--- src/rtl/exception_return_unit_if.sv ---
// Redirect handshake from the exception return unit to the fetch stage.
// Latency: none, this is a plain signal bundle.
// Backpressure: fetch holds redirect_ready low; the master keeps valid and pc stable until it rises.
interface exception_return_unit_if #(
  parameter int W = 32
) ();
  logic         redirect_valid;
  logic         redirect_ready;
  logic [W-1:0] redirect_pc;

  // Return unit side: offers the resume PC.
  modport master (
    output redirect_valid,
    output redirect_pc,
    input  redirect_ready
  );

  // Fetch side: accepts the resume PC.
  modport slave (
    input  redirect_valid,
    input  redirect_pc,
    output redirect_ready
  );
endinterface

--- src/rtl/exception_return_unit.sv ---
// Return side of the interrupt mechanism: LIFO of {epc, sr, mode} pushed on jisr, popped by RFE.
// Latency: RFE at edge t -> sr_restore_we during t+1..t+2, redirect_valid from t+2, pop commits on handshake.
// Backpressure: redirect_valid/redirect_pc hold until redirect_ready; jisr cancels. Optional hwm port: EXCEPTION_RETURN_HWM_EN.
module exception_return_unit #(
  parameter int DEPTH = 4,
  parameter int W     = 32
) (
  input  logic                     clk,
  input  logic                     rst,
  input  logic [31:0]              instruction,
  input  logic                     e,
  input  logic                     jisr,
  input  logic [W-1:0]             epc_in,
  input  logic [W-1:0]             sr_in,
  input  logic [W-1:0]             mode_in,
  exception_return_unit_if.master  redir,
  output logic [W-1:0]             sr_restore,
  output logic                     sr_restore_we,
  output logic [W-1:0]             mode_restore,
  output logic [$clog2(DEPTH):0]   depth,
  output logic                     stack_full,
  output logic                     overflow,
  output logic                     underflow_err,
  output logic                     rfe_illegal,
  output logic                     busy
`ifdef EXCEPTION_RETURN_HWM_EN
  ,
  output logic [$clog2(DEPTH):0]   hwm
`endif
);

  localparam int AW = $clog2(DEPTH);
  localparam int DW = AW + 1;
  localparam logic [DW-1:0] DEPTH_V = DW'(DEPTH);

  typedef struct packed {
    logic [W-1:0] epc;
    logic [W-1:0] sr;
    logic [W-1:0] mode;
  } ctx_t;

  typedef enum logic [1:0] {
    S_IDLE,
    S_POP,
    S_RESTORE,
    S_REDIRECT
  } state_t;

  state_t          state_q, state_d;
  logic [DW-1:0]   depth_q, depth_d;
  ctx_t            stack_q [DEPTH];
  ctx_t            stack_d [DEPTH];
  logic [W-1:0]    redirect_pc_q, redirect_pc_d;
  logic [W-1:0]    sr_restore_q, sr_restore_d;
  logic [W-1:0]    mode_restore_q, mode_restore_d;
  logic            overflow_q, overflow_d;
  logic            underflow_q, underflow_d;
  logic            illegal_q, illegal_d;
`ifdef EXCEPTION_RETURN_HWM_EN
  logic [DW-1:0]   hwm_q, hwm_d;
`endif

  logic            rfe_dec;
  logic            full;
  logic            user_mode;
  logic [DW-1:0]   depth_m1;
  logic [AW-1:0]   push_idx;
  logic [AW-1:0]   top_idx;
  logic            instr_unused;

  // RFE decode and stack pointers; the middle opcode bits carry no meaning for RFE.
  assign rfe_dec      = e && (instruction[31:26] == 6'b010000) && (instruction[5:0] == 6'b011000);
  assign instr_unused = ^instruction[25:6];
  assign full         = (depth_q == DEPTH_V);
  assign user_mode    = (mode_in == W'(1));
  assign depth_m1     = depth_q - DW'(1);
  assign push_idx     = depth_q[AW-1:0];
  assign top_idx      = depth_m1[AW-1:0];

  // Return sequencer and depth bookkeeping; jisr overrides whatever the sequencer wanted.
  always_comb begin
    state_d        = state_q;
    depth_d        = depth_q;
    redirect_pc_d  = redirect_pc_q;
    sr_restore_d   = sr_restore_q;
    mode_restore_d = mode_restore_q;
    overflow_d     = overflow_q;
    underflow_d    = 1'b0;
    illegal_d      = 1'b0;

    case (state_q)
      S_IDLE: begin
        // A simultaneous jisr swallows the RFE entirely, including its error pulses.
        if (rfe_dec && !jisr) begin
          if (user_mode) begin
            illegal_d = 1'b1;
          end else if (depth_q == '0) begin
            underflow_d = 1'b1;
          end else begin
            state_d = S_POP;
          end
        end
      end
      S_POP: begin
        // Read the top without popping; the pop commits only on the redirect handshake.
        redirect_pc_d  = stack_q[top_idx].epc;
        sr_restore_d   = stack_q[top_idx].sr;
        mode_restore_d = stack_q[top_idx].mode;
        state_d        = S_RESTORE;
      end
      S_RESTORE: begin
        state_d = S_REDIRECT;
      end
      S_REDIRECT: begin
        if (redir.redirect_ready) begin
          depth_d = depth_m1;
          state_d = S_IDLE;
        end
      end
      default: begin
        state_d = S_IDLE;
      end
    endcase

    // An interrupt cancels any return in flight and stacks on top of the unpopped context.
    if (jisr) begin
      state_d = S_IDLE;
      if (full) begin
        depth_d    = depth_q;
        overflow_d = 1'b1;
      end else begin
        depth_d = depth_q + DW'(1);
      end
    end
  end

  // Context write port: one push per jisr while there is room.
  always_comb begin
    stack_d = stack_q;
    if (jisr && !full) begin
      stack_d[push_idx] = {epc_in, sr_in, mode_in};
    end
  end

`ifdef EXCEPTION_RETURN_HWM_EN
  // High-water mark follows depth upward only.
  always_comb begin
    hwm_d = hwm_q;
    if (depth_d > hwm_q) begin
      hwm_d = depth_d;
    end
  end
`endif

  // Control and output registers with synchronous reset.
  always_ff @(posedge clk) begin
    if (rst) begin
      state_q        <= S_IDLE;
      depth_q        <= '0;
      redirect_pc_q  <= '0;
      sr_restore_q   <= '0;
      mode_restore_q <= '0;
      overflow_q     <= 1'b0;
      underflow_q    <= 1'b0;
      illegal_q      <= 1'b0;
    end else begin
      state_q        <= state_d;
      depth_q        <= depth_d;
      redirect_pc_q  <= redirect_pc_d;
      sr_restore_q   <= sr_restore_d;
      mode_restore_q <= mode_restore_d;
      overflow_q     <= overflow_d;
      underflow_q    <= underflow_d;
      illegal_q      <= illegal_d;
    end
  end

  // Context storage needs no reset: depth says which entries are meaningful.
  always_ff @(posedge clk) begin
    stack_q <= stack_d;
  end

`ifdef EXCEPTION_RETURN_HWM_EN
  // High-water mark register, cleared only by reset.
  always_ff @(posedge clk) begin
    if (rst) begin
      hwm_q <= '0;
    end else begin
      hwm_q <= hwm_d;
    end
  end

  assign hwm = hwm_q;
`endif

  assign redir.redirect_valid = (state_q == S_REDIRECT);
  assign redir.redirect_pc    = redirect_pc_q;
  assign sr_restore           = sr_restore_q;
  assign sr_restore_we        = (state_q == S_RESTORE);
  assign mode_restore         = mode_restore_q;
  assign depth                = depth_q;
  assign stack_full           = full;
  assign overflow             = overflow_q;
  assign underflow_err        = underflow_q;
  assign rfe_illegal          = illegal_q;
  assign busy                 = (state_q != S_IDLE);

  a_depth_bound: assert property (@(posedge clk) disable iff (rst)
    depth_q <= DEPTH_V);

  a_redirect_hold: assert property (@(posedge clk) disable iff (rst)
    (state_q == S_REDIRECT && !redir.redirect_ready && !jisr)
      |=> (state_q == S_REDIRECT && $stable(redirect_pc_q)));

endmodule

--- src/flat_wrapper.sv ---
// flat-port wrapper written by rule: the top's interface ports become plain ports
module exception_return_unit_flat 
#(
  parameter int DEPTH = 4,
  parameter int W     = 32
)
  (clk, rst, instruction, e, jisr, epc_in, sr_in, mode_in, sr_restore, sr_restore_we, mode_restore, depth, stack_full, overflow, underflow_err, rfe_illegal, busy, redir_redirect_valid, redir_redirect_pc, redir_redirect_ready);
  exception_return_unit_if #(.W(W)) redir_i ();
  input  logic clk;
  input  logic rst;
  input  logic [31:0] instruction;
  input  logic e;
  input  logic jisr;
  input  logic [W-1:0] epc_in;
  input  logic [W-1:0] sr_in;
  input  logic [W-1:0] mode_in;
  output logic [W-1:0] sr_restore;
  output logic sr_restore_we;
  output logic [W-1:0] mode_restore;
  output logic [$clog2(DEPTH):0] depth;
  output logic stack_full;
  output logic overflow;
  output logic underflow_err;
  output logic rfe_illegal;
  output logic busy;
  output wire logic [$bits(redir_i.redirect_valid)-1:0] redir_redirect_valid;
  output wire logic [$bits(redir_i.redirect_pc)-1:0] redir_redirect_pc;
  input wire logic [$bits(redir_i.redirect_ready)-1:0] redir_redirect_ready;
  assign redir_redirect_valid = redir_i.redirect_valid;
  assign redir_redirect_pc = redir_i.redirect_pc;
  assign redir_i.redirect_ready = redir_redirect_ready;
  exception_return_unit #(.DEPTH(DEPTH), .W(W)) u_core (.clk(clk), .rst(rst), .instruction(instruction), .e(e), .jisr(jisr), .epc_in(epc_in), .sr_in(sr_in), .mode_in(mode_in), .redir(redir_i), .sr_restore(sr_restore), .sr_restore_we(sr_restore_we), .mode_restore(mode_restore), .depth(depth), .stack_full(stack_full), .overflow(overflow), .underflow_err(underflow_err), .rfe_illegal(rfe_illegal), .busy(busy));
endmodule
--- config.mk ---
export PLATFORM = sky130hd
export DESIGN_NAME = exception_return_unit_flat
export DESIGN_NICKNAME = d
export VERILOG_FILES = /design/src/rtl/exception_return_unit_if.sv /design/src/rtl/exception_return_unit.sv /design/src/flat_wrapper.sv
export SDC_FILE = /design/constraint.sdc
export NUM_CORES = 1
export LEC_CHECK = 0
export ABC_AREA = 0
export BUFFER_PORTS_ARGS = -buffer_cell sky130_fd_sc_hd__clkbuf_2
export CORE_MARGIN = 3
export CORE_UTILIZATION = 49
export CTS_BUF_LIST = sky130_fd_sc_hd__clkbuf_8
export DETAILED_ROUTE_END_ITERATION = 6
export GPL_ROUTABILITY_DRIVEN = 0
export PLACE_DENSITY = 0.68
export SLEW_MARGIN = 0
export SYNTH_ARGS = -nofsm -noshare
export SYNTH_HDL_FRONTEND = slang
export SYNTH_SLANG_ARGS = --single-unit
--- constraint.sdc ---
create_clock -name clk -period 9.2 [get_ports clk]
set_clock_uncertainty 0.05 [all_clocks]
set_input_delay 1.38 -clock clk [delete_from_list [all_inputs] [get_ports clk]]
set_output_delay 1.38 -clock clk [all_outputs]
set_load 0.01 [all_outputs]
# After elaboration in Yosys (flattened, before gate mapping)
# Index checks and enable logic that the tools add are counted.
# op_classes
addsub	2
order_cmp	3
n_eq_ne	12
n_mux	17
n_bitwise	4
reduce_logical	18
# op_table
cell	count
384-bit bitwise mux	1
96-bit 2-to-1 mux	3
96-bit binary-select mux with 2-bit select	1
96-bit demux with 2-bit select	1
32-bit by 1-bit equality test with 1-bit output, second input constant	1
6-bit by 5-bit equality test with 1-bit output, second input constant	2
3-bit 2-to-1 mux	4
2-bit 2-to-1 mux	4
2-bit case mux with 4 select lines	1
3-bit >= comparator, second input constant	2
2-bit != test, second input constant	3
2-bit NOT with 3-bit output	2
2-bit nonzero test	3
1-bit logical AND	5
2-bit equality test, second input constant	2
2-bit by 1-bit != test with 1-bit output, second input constant	2
4-bit AND reduction	1
4-bit OR reduction	1
3-bit by 1-bit adder with 3-bit output, second input constant	1
3-bit equality test, second input constant	1
3-bit zero test	1
3-bit by 1-bit less-than comparator with 1-bit output, second input constant	1
3-bit AND reduction	1
3-bit OR reduction	1
8 further kinds	11
# word_totals
regBits	488
inputBits	133
output_inout_bits	106
elab_cells	76

# Logic depth before layout (Yosys ltp)
# Gate-level depths: netlist of run 1.
# depth
ltp_word	6
ltp_mapped	11
ltp_nobuf	7

# Worst setup path before layout of run 1
# Ideal clock, no wire load.
# synth_timing
path_type	input to register
start	in jisr
end	reg u_core.stack_q[288] in the netlist's numbering (enable)
setup_ps	688
arrival_time_ps	8642
required_time_ps	8462
slack_ps	-180
stages	2
n_path_buf	1
cell_sequence	clkbuf_1 > nor3b_1
# synth_between
elab_chain_len	1
# synth_rtl
element	line_no	text
start: declaration	flat_wrapper.sv:13	input logic jisr;
1-bit logical AND	exception_return_unit.sv:140	if (jisr && !full) begin
end signal: assignment	exception_return_unit.sv:180	stack_q <= stack_d;
end: declaration	exception_return_unit.sv:51	ctx_t stack_q [DEPTH];
# Every way passes these cells.
# A chain may end at the register's enable or synchronous reset.

# Worst setup path after layout of run 1
# layout_timing
start	reg u_core.depth_q[0], in the netlist u_core.depth[0]
end	out stack_full
# layout_between
elab_chain_len	1
# layout_rtl
element	line_no	text
start: declaration	exception_return_unit.sv:50	logic [DW-1:0] depth_q, depth_d;
start signal: assignment	exception_return_unit.sv:168	depth_q <= depth_d;
3-bit equality test	exception_return_unit.sv:74	assign full = (depth_q == DEPTH_V);
end: declaration	flat_wrapper.sv:21	output logic stack_full;
# Every way passes these cells.

==> results by group, run 1 <==
Critical path
  • Worst r2r src: u_core.depth[0]
  • Worst-path maximum fanout: 40
  • CP bufs+invs: 3
  • CP dominant cell by count: inv_1
  • Critical Path End Type: output port
  • Critical path launch point type: flop
  • CP Cell Sequence: inv_1 > ha_4 > nand2_1 > inv_1 > clkbuf_2
  • FF-to-FF End: u_core.sr_restore[0]
  • Worst path slowest cell: dfxtp_4
  • Worst Path Required: 7770 ps
  • Worst-case reg-to-reg path depth: 6
  • CP arrival: 2420 ps
  • CP max stage delay: 910 ps
  • R2R setup slack: 5530 ps
  • Crit path max-delay family: flip-flops
  • Critical setup path kind: flop to output port

Cells and area
  • Final nets: 1296
  • Ratio of cells with drive above 1 in the final layout: 0.3631
  • Filler Cells Inserted: 2753
  • Finished Layout Cells: 1681
  • Diodes inserted: 0
  • Area Overhead vs Synth: 17.72%
  • Most common cell after layout, fill and taps aside: edfxtp_1
  • Most frequent cells in the layout: 384 x edfxtp_1, 217 x clkbuf_2, 104 x nor2_1, 103 x dfxtp_1, 97 x mux2i_1

Logic synthesis
  • Seq/Total Area, Yosys: 0.7661
  • Synth area leaders: edfxtp_1 65%, mux4_2 12%, dfxtp_1 12%, mux2i_1 5.5%, nor2_1 2.2%
  • Post-synth cell types: 31
  • Yosys top cell area share: 0.6490
  • Syn Nets: 1028
  • Yosys reg bits: 488
  • Mean area per synthesized cell: 20.05 sq um
  • Yosys top cell by area: edfxtp_1
  • Cells after Synth: 886
  • Syn. warnings: 0
  • Synthesized area: 0.01777 sq mm

STA
  • Final hold vios: 0
  • Worst Tran Pin Value: 1185 ps
  • Setup TNS: 0 ps
  • RSZ-0062 raised after global routing: no
  • Tmin final: 3850 ps
  • Max-slew violations: 0
  • Max-slew headroom: 0.2098
  • Fmax: 259.8 MHz
  • Endpoints failing setup: 0
  • Tcrit/Tclk final: 0.4184

Floorplan
  • Total die area: 0.03858 sq mm
  • Die H: 196.4 um
  • I/O pins: 239
  • Starting Density: 0.4983
  • Core Box Area: 0.03566 sq mm
  • Row cnt: 69
  • Die width: 196.4 um

Clocking
  • # resized after CTS: 0
  • Clock Sinks: 488
  • CTS clk-pin slew, worst paths: 60 ps
  • Htree depth: 3
  • CTS root buffer: clkbuf_8
  • CTS Buf Count: 81
  • Setup bufs post-CTS: 0
  • Hold Buf Count CTS: 0
  • CTS max path bufs: 3
  • CTS tree: yes
  • Clk_lat worst skew: 610 ps

Pwr
  • Sw frac: 0.2324
  • Internal cell power: 3.687 mW
  • Switch Pwr: 1.116 mW
  • Seq pwr share: 0.532
  • Static leakage: 7.323 nW
  • Power per Cell Area: 229.6 mW/mm^2
  • Clock share of power: 0.374
  • Gate power share: 0.095
  • Worst VDD drop: 0.1387 mV
  • Final Power: 4.803 mW

GRT
  • Largest net degree at the start of global routing: 69
  • Initial antenna violation count: 4
  • Total grt overflow: 0
  • Vias in the first global route: 9477
  • Global Route Usage Sum: 0.1885
  • Global-route wire length before repair: 55.25 mm

Routing
  • DRC errors left: 0
  • Routed vias/inst: 5.324
  • Antenna viol nets, final: 0
  • Drt pass-1 iters: 5
  • First DRT Iteration DRCs: 411
  • Via count: 8950
  • Final wirelength: 36.11 mm
  • WL per Instance: 21.48 um

Place
  • # port buffers: 218
  • Dpl cells: 1532
  • Hpwl dp: 20.38 mm

Hold path
  • Worst hold path type: flop to flop
  • Hold Path End: u_core.overflow
  • HP Start: u_core.overflow
  • Hold Path Cell Cnt: 2

Status
  • Run status: finished, final reports clean

Run
  • Max Cap Viol: 0
per-stage QoR:
stage | setup slack (ps) | instance area [sq um] | utilization | hold WS (ps)
6_report | 5350 | 20920 | 0.5866 | 433.1
5_1_grt | 5058 | 20920 | 0.5866 | 462.7
2_1_floorplan | 2870 | 17770 | - | 417.7
3_3_place_gp | 5443 | 19350 | 0.5427 | 404.1
4_1_cts | 5199 | 20920 | 0.5866 | 433.3
3_5_place_dp | 5425 | 19350 | 0.5427 | 420.4
kinds of logic (layout without fill, tap and decap cells):
family          Yosys count  count (layout)  synth area share
compound gates            8               8          0.003028
xor+xnor                  3               3          0.001479
fa+ha+maj                 9               9          0.006338
buf+inv                  54             388           0.01521
flops                   488             488            0.7661
mux                     193             193            0.1763
simple gates            131             131           0.03148
worst register-to-register path, stage by stage, from the launching register on:
cell and delay (ps):
dfxtp_4 910, inv_1 250, ha_4 760, buf_4 840
mux4_2 440, mux2i_1 180, nor2_1 80
power by group through the flow:
| stage | logic [mW] | registers (mW) | clock network, mW |
|---|---|---|---|
| 5_1_grt | 0.495 | 2.57 | 1.94 |
| 3_5_place_dp | 0.467 | 2.60 | 0 |
| 3_3_place_gp | 0.462 | 2.60 | 0 |
| 4_1_cts | 0.468 | 2.56 | 1.85 |
| 6_report | 0.454 | 2.56 | 1.79 |
| 2_1_floorplan | 0.333 | 2.59 | 0 |
worst max-delay path by stage:
stage                                   end             from  cells past startpoint
2_1_floorplan             u_core.stack_q[0]             jisr                      3
3_3_place_gp   u_core.redir.redirect_pc[30]  u_core.depth[0]                      6
3_5_place_dp           u_core.sr_restore[1]  u_core.depth[0]                      6
4_1_cts                          stack_full  u_core.depth[0]                      5
5_1_grt                          stack_full  u_core.depth[0]                      5
6_report                         stack_full  u_core.depth[0]                      5
sequential cells by signal (all words and copies together), names as in the netlist:
signal / flops
u_core.mode_restore: 32
u_core.overflow: 1
u_core.underflow_err: 1
u_core.rfe_illegal: 1
u_core.state_q: 2
u_core.depth: 3
u_core.redir.redirect_pc: 32
u_core.sr_restore: 32
u_core.stack_q: 384
synth_stat cells, drive strengths merged:
| cell type | number |
|---|---|
| xor2 | 1 |
| nand3b | 1 |
| mux4 | 96 |
| a21oi | 2 |
| nor2 | 105 |
| ha | 9 |
| o221a | 1 |
| edfxtp | 384 |
| nor3 | 1 |
| nand2 | 5 |
| nor2b | 1 |
| xnor2 | 2 |
| inv | 9 |
| nor4b | 3 |
| nor3b | 1 |
| buf | 28 |
| o21ai | 3 |
| and4 | 1 |
| nand4 | 2 |
| clkbuf | 17 |
| nor4 | 8 |
| and3 | 2 |
| dfxtp | 104 |
| a22o | 1 |
| o221ai | 1 |
| nor4bb | 1 |
| mux2i | 97 |
metal layers:
layer | vias up | wire length (um) | track usage
met1 | 4549 | 15190 | 0.2525
li1 | 4061 | - | -
met3 | 57 | 2687 | 0.06103
met4 | 8 | 633 | 0.05176
met5 | - | 53 | 0
met2 | 275 | 17540 | 0.3024
area by class of cell:
cell class,instances,area (sq um),share of cell area
Inverter,9,33.78,0.001615
Sequential cell,488,13620,0.6510
Clock buffer,94,1294,0.06185
Tap cell,461,576.8,0.02758
Clock inverter,55,272.8,0.01304
Multi-Input combinational cell,344,3939,0.1883
Timing Repair Buffer,230,1184,0.05659
(Power assumes the default switching activity.)
==> inputs of run 2 (changes only) <==
--- a/config.mk
+++ b/config.mk
@@ -5,7 +5,7 @@
 export SDC_FILE = /design/constraint.sdc
 export NUM_CORES = 1
 export LEC_CHECK = 0
-export ABC_AREA = 0
+export ABC_AREA = 1
 export BUFFER_PORTS_ARGS = -buffer_cell sky130_fd_sc_hd__clkbuf_2
 export CORE_MARGIN = 3
 export CORE_UTILIZATION = 49
==> constraint.sdc (replaced) <==
create_clock -name clk -period 3.3 [get_ports clk]
set_clock_uncertainty 0.05 [all_clocks]
set_input_delay 0.495 -clock clk [delete_from_list [all_inputs] [get_ports clk]]
set_output_delay 0.495 -clock clk [all_outputs]
set_load 0.01 [all_outputs]
==> run 2 against run 1 <==
  * Critical endpoint is now depth[0]
  * Final cell count rose by 43%
  * Wire length grew 16%
  * Synthesized cell count rose by 79%
  * Critical path depth is 3 lower
  * Worst setup slack worse by 4500 ps
==> results by group, run 2 <==
STA
  • Endpoints failing setup: 0
  • Tmin final: 2489 ps
  • Fmax: 401.7 MHz
  • Worst Tran Pin Value: 1155 ps
  • RSZ-0062 raised after global routing: no
  • Final worst setup slack: 810.8 ps
  • Max-slew violations: 0
  • Tcrit/Tclk final: 0.7543
  • Max-slew headroom: 0.2297
  • Final hold vios: 0
  • Setup TNS: 0 ps
  • Worst Hold Margin: 54.15 ps

Cells and area
  • Largest register FFs: 384
  • Area Overhead vs Synth: 17.48%
  • Final nets: 1976
  • Most common cell after layout, fill and taps aside: nor2_1
  • Most frequent cells in the layout: 409 x nor2_1, 384 x edfxtp_1, 217 x clkbuf_2, 180 x inv_1, 158 x o21ai_1
  • Reg with most FFs: u_core.stack_q
  • Final instance area: 0.02183 sq mm
  • Ratio of cells with drive above 1 in the final layout: 0.1843

Critical path
  • Critical setup path kind: flop to output port
  • R2R setup slack: 900 ps
  • Crit. Startpoint: u_core.depth[0]
  • Critical Path End Type: output port
  • Worst path slowest cell: buf_12
  • CP Cell Sequence: buf_12 > clkbuf_2
  • CP max stage delay: 620 ps
  • Worst r2r src: u_core.depth[1]
  • CP bufs+invs: 2
  • Worst-path maximum fanout: 194
  • Worst Path Required: 2750 ps
  • Crit path max-delay family: buffers and inverters
  • Critical path launch point type: flop
  • CP arrival: 1940 ps

Routing
  • Final wirelength: 41.80 mm
  • WL per Instance: 17.39 um
  • Drt pass-1 iters: 5
  • Via count: 12.42k
  • DRC errors left: 0
  • Routed vias/inst: 5.167
  • Antenna viol nets, final: 0
  • First DRT Iteration DRCs: 770

Floorplan
  • Total die area: 0.04030 sq mm
  • Row cnt: 70
  • Die width: 200.7 um
  • I/O pins: 239
  • Core Box Area: 0.03696 sq mm
  • Die H: 200.7 um
  • Starting Density: 0.5028

Pwr
  • Sw frac: 0.2436
  • Static leakage: 8.913 nW
  • Internal cell power: 9.749 mW
  • Gate power share: 0.093
  • Seq pwr share: 0.539
  • Power per Cell Area: 590.3 mW/mm^2
  • Clock share of power: 0.369
  • Worst VDD drop: 0.3957 mV
  • Switch Pwr: 3.139 mW

Logic synthesis
  • Syn Nets: 1731
  • Mean area per synthesized cell: 11.70 sq um
  • Post-synth EDFFs: 384
  • Yosys reg bits: 488
  • Synth cell count leaders: 413 x nor2_1, 384 x edfxtp_1, 158 x o21ai_1
  • Ys async rst share: 0
  • Top FF cell, synth: edfxtp_1
  • Syn. warnings: 0
  • Seq/Total Area, Yosys: 0.7325
  • Synthesized area: 0.01858 sq mm
  • Cells after Synth: 1589
  • Post-synth cell types: 23
  • Yosys top cell by area: edfxtp_1
  • Yosys top cell area share: 0.6205
  • Synth area leaders: edfxtp_1 62%, dfxtp_1 11%, nor2_1 8.3%, o21ai_1 4.3%, o21ai_0 3.5%
  • Count leader, synth: nor2_1

GRT
  • Global Route Usage Sum: 0.2051
  • Global-route wire length before repair: 65.73 mm
  • Total grt overflow: 0
  • Largest net degree at the start of global routing: 195
  • Vias in the first global route: 12.27k
  • Initial antenna violation count: 3

Clocking
  • Clk_lat worst skew: 610 ps
  • CTS tree: yes
  • CTS root buffer: clkbuf_8
  • Setup bufs post-CTS: 0
  • Htree depth: 3
  • CTS max path bufs: 3
  • CTS clk-pin slew, worst paths: 60 ps
  • Clock Sinks: 488
  • CTS Buf Count: 81

Status
  • Run status: finished, final reports clean

Place
  • Post-DP Area: 0.02019 sq mm
  • Hpwl dp: 22.40 mm
  • # port buffers: 218
  • Setup WS pre-CTS: 911.1 ps

Run
  • Max Cap Viol: 0

Hold path
  • Worst hold path type: input pin to flop
  • HP Start: sr_in[20]
## run 2: worst reg2reg max path, stage by stage, from the launching register on
cell      delay (ps)
dfxtp_1          380
inv_1            140
ha_4             380
clkinv_2          90
buf_4            600
o21ai_0          270
o22ai_1          280
o21ai_1           90
inv_1             60
## run 2: cell type report
cell class,count,area (sq um)
multi-input combinational,861,3993
antenna,1,2.502
clock inverter,58,239.0
clock buffer,90,1239
timing repair buffer,256,1556
sequential,488,13620
fill,3058,15130
inverter,146,556.8
tap,504,630.6
## run 2: cells by family (layout without fill, tap and decap cells)
| family | Yosys count | after routing | share of synthesized area |
|---|---|---|---|
| other | 0 | 1 | 0 |
| and+or+nand+nor | 460 | 460 | 0.09352 |
| DFF | 488 | 488 | 0.7325 |
| AOI/OAI and AO/OA | 392 | 392 | 0.1123 |
| adders and majority gates | 9 | 9 | 0.006059 |
| buffers and inverters | 240 | 550 | 0.05561 |
## run 2: final timing paths
check             cells after the start                           to
setup / recovery                      2                     depth[0]
hold / removal                        1          u_core.stack_q[244]
setup reg to reg                      8  u_core.redir.redirect_pc[7]
hold reg to reg                       2              u_core.overflow
## run 2: what timing repair did
item,4_1_cts,5_1_grt
resized for setup,0,0
hold buffers,16,0
hold endpoints to repair,54,0
## run 2: layer usage
metal | track usage | routed length, um
met1 | 0.2516 | 17470
met2 | 0.3557 | 20650
met3 | 0.05124 | 2735
met4 | 0.07051 | 916
met5 | 0 | 23
## run 2: power groups by stage
stage / clock (mW) / combinational, mW / sequential [mW]
after global routing: 5.18 / 1.34 / 6.96
after global placement: 0 / 1.16 / 7.06
final: 4.75 / 1.19 / 6.94
after CTS: 4.89 / 1.21 / 6.94
after detailed placement: 0 / 1.19 / 7.07
after floorplan: 0 / 0.769 / 7.07
## run 2: per-stage QoR
step,util,power (mW),std cells
finish,0.5907,12.89,2404
global route,0.5907,13.47,2404
CTS,0.5907,13.04,2403
detailed placement,0.5463,8.257,2239
global placement,0.5463,8.221,2239
floorplan,-,7.839,1589
==> inputs of run 3 (changes only) <==
--- a/config.mk
+++ b/config.mk
@@ -12,7 +12,7 @@
 export CTS_BUF_LIST = sky130_fd_sc_hd__clkbuf_8
 export DETAILED_ROUTE_END_ITERATION = 6
 export GPL_ROUTABILITY_DRIVEN = 0
-export PLACE_DENSITY = 0.68
+export PLACE_DENSITY = 0.65
 export SLEW_MARGIN = 0
 export SYNTH_ARGS = -nofsm -noshare
 export SYNTH_HDL_FRONTEND = slang
==> constraint.sdc (replaced) <==
create_clock -name clk -period 2.4 [get_ports clk]
set_clock_uncertainty 0.05 [all_clocks]
set_input_delay 0.36 -clock clk [delete_from_list [all_inputs] [get_ports clk]]
set_output_delay 0.36 -clock clk [all_outputs]
set_load 0.01 [all_outputs]
==> run 3 against run 2 <==
  * Die area is the same
  * Combinational power grew 52%
  * Total power grew 40%
  * Worst setup slack lost 610 ps
  * Sequential share of layout area shrank 2.6 points
  * Wire length grew 1.9%
  * Core utilization grew 2.6 points
  * Cell area grew 4.4%
  * Flip-flop and latch count is the same
  * Critical path type unchanged
==> results by group, run 3 (synthesis gave the netlist of run 2 again) <==
Clocking
  • CTS tree: yes
  • CTS clk-pin slew, worst paths: 60 ps
  • Clk_lat worst skew: 620 ps
  • Clock Sinks: 488
  • CTS Buf Count: 77
  • Setup bufs post-CTS: 0
  • Htree depth: 3
  • CTS root buffer: clkbuf_8
  • CTS max path bufs: 3

Critical path
  • Critical setup path kind: flop to output port
  • Worst-path maximum fanout: 75
  • Critical Path End Type: output port
  • CP arrival: 1790 ps
  • CP Cell Sequence: buf_4 > buf_12 > clkbuf_2
  • Worst Path Required: 1990 ps
  • Worst path slowest cell: dfxtp_4
  • Critical path launch point type: flop
  • CP max stage delay: 370 ps
  • CP bufs+invs: 3
  • Crit path max-delay family: buffers and inverters

Place
  • Setup WS pre-CTS: 429.7 ps
  • # port buffers: 218
  • Dpl cells: 2243
  • Hpwl dp: 22.70 mm
  • Post-DP Area: 0.02030 sq mm

Floorplan
  • Core Box Area: 0.03696 sq mm
  • Die H: 200.7 um
  • Starting Density: 0.5028
  • Total die area: 0.04030 sq mm
  • I/O pins: 239
  • Die width: 200.7 um
  • Row cnt: 70

Routing
  • Routed vias/inst: 5.081
  • Via count: 12.62k
  • Final wirelength: 42.61 mm
  • Antenna viol nets, final: 0
  • DRC errors left: 0
  • Drt pass-1 iters: 5
  • WL per Instance: 17.16 um
  • First DRT Iteration DRCs: 733

STA
  • Final hold vios: 0
  • Tmin final: 2198 ps
  • Tcrit/Tclk final: 0.9158
  • Fmax: 455.0 MHz
  • Worst Hold Margin: 105.2 ps
  • Endpoints failing setup: 0
  • Worst Tran Pin Value: 1045 ps
  • Max-slew headroom: 0.3032
  • Final worst setup slack: 202.2 ps
  • RSZ-0062 raised after global routing: no
  • Max-slew violations: 0
  • Setup TNS: 0 ps

Pwr
  • Switch Pwr: 4.333 mW
  • Sw frac: 0.2397
  • Seq pwr share: 0.528
  • Static leakage: 9.298 nW
  • Clock share of power: 0.372
  • Internal cell power: 13.75 mW
  • Final Power: 18.08 mW
  • Gate power share: 0.100
  • Worst VDD drop: 0.5923 mV
  • Power per Cell Area: 792.9 mW/mm^2

Cells and area
  • Finished Layout Cells: 2483
  • Fin util: 0.6169
  • Most common cell after layout, fill and taps aside: nor2_1
  • Largest register FFs: 384
  • Reg with most FFs: u_core.stack_q
  • Area Overhead vs Synth: 22.70%
  • Most frequent cells in the layout: 408 x nor2_1, 384 x edfxtp_1, 217 x clkbuf_2, 170 x inv_1, 158 x o21ai_1
  • Final nets: 2057
  • Final instance area: 0.02280 sq mm
  • Ratio of cells with drive above 1 in the final layout: 0.1830

GRT
  • Global Route Usage Sum: 0.2123
  • Global-route wire length before repair: 67.88 mm
  • Largest net degree at the start of global routing: 105
  • Total grt overflow: 0
  • Vias in the first global route: 12.68k
  • Initial antenna violation count: 1

Status
  • Run status: finished, final reports clean

Hold path
  • Worst hold path type: input pin to flop

Run
  • Max Cap Viol: 0
[run 3: changes by cell type in the layout (fill, tap and decap cells not counted), moves of 3 or more]
cell	delta
buf_12	+7
inv_1	-10
clkinv_2	+3
buf_4	-3
dlygate4sd3_1	+81
[run 3: worst reg2reg max path, stage by stage, from the launching register on]
cell	delay [ps]
dfxtp_1	370
inv_1	130
ha_4	190
nand2_2	60
inv_2	50
nor2_2	110
inv_2	90
nor2_4	190
buf_12	340
[run 3: power groups by stage]
stage / logic [mW] / clock network [mW] / registers, mW
floorplan: 1.07 / 0 / 9.72
global placement: 1.66 / 0 / 9.71
detailed placement: 1.69 / 0 / 9.72
CTS: 1.83 / 6.91 / 9.54
global route: 2.03 / 7.32 / 9.56
finish: 1.81 / 6.73 / 9.54
[run 3: final timing paths]
path | from | to | slack (ps) | depth (start not counted)
worst min-delay path | instruction[27] | u_core.rfe_illegal | 110 | 6
worst max register to register | u_core.depth[1] | u_core.stack_q[59] | 410 | 8
worst min register to register | u_core.overflow | u_core.overflow | 400 | 2
worst max-delay path | u_core.depth[0] | depth[0] | 200 | 3
[run 3: what timing repair did]
| action | 4_1_cts | 5_1_grt |
|---|---|---|
| resized for setup | 2 | 1 |
| pin swaps | 0 | 0 |
| hold endpoints to repair | 385 | 0 |
| hold buffers | 97 | 0 |
| endpoints found under the setup margin | 1 | 1 |
| gates cloned | 0 | 0 |
[run 3: metal layers]
layer,GRT usage,vias to the layer above,part of all wire
met5,0,-,0
met1,0.2662,6037,0.42
met3,0.05124,64,0.062
met2,0.3661,351,0.50
li1,-,6164,-
met4,0.06700,0,0.019
[run 3: cell type report]
class / instances / area, sq um
clock inverter: 52 / 274.0
multi-input combinational: 861 / 3998
antenna: 1 / 2.502
sequential: 488 / 13620
fill: 3008 / 14160
clock buffer: 90 / 1239
timing repair buffer: 341 / 2485
tap: 504 / 630.6
inverter: 146 / 556.8
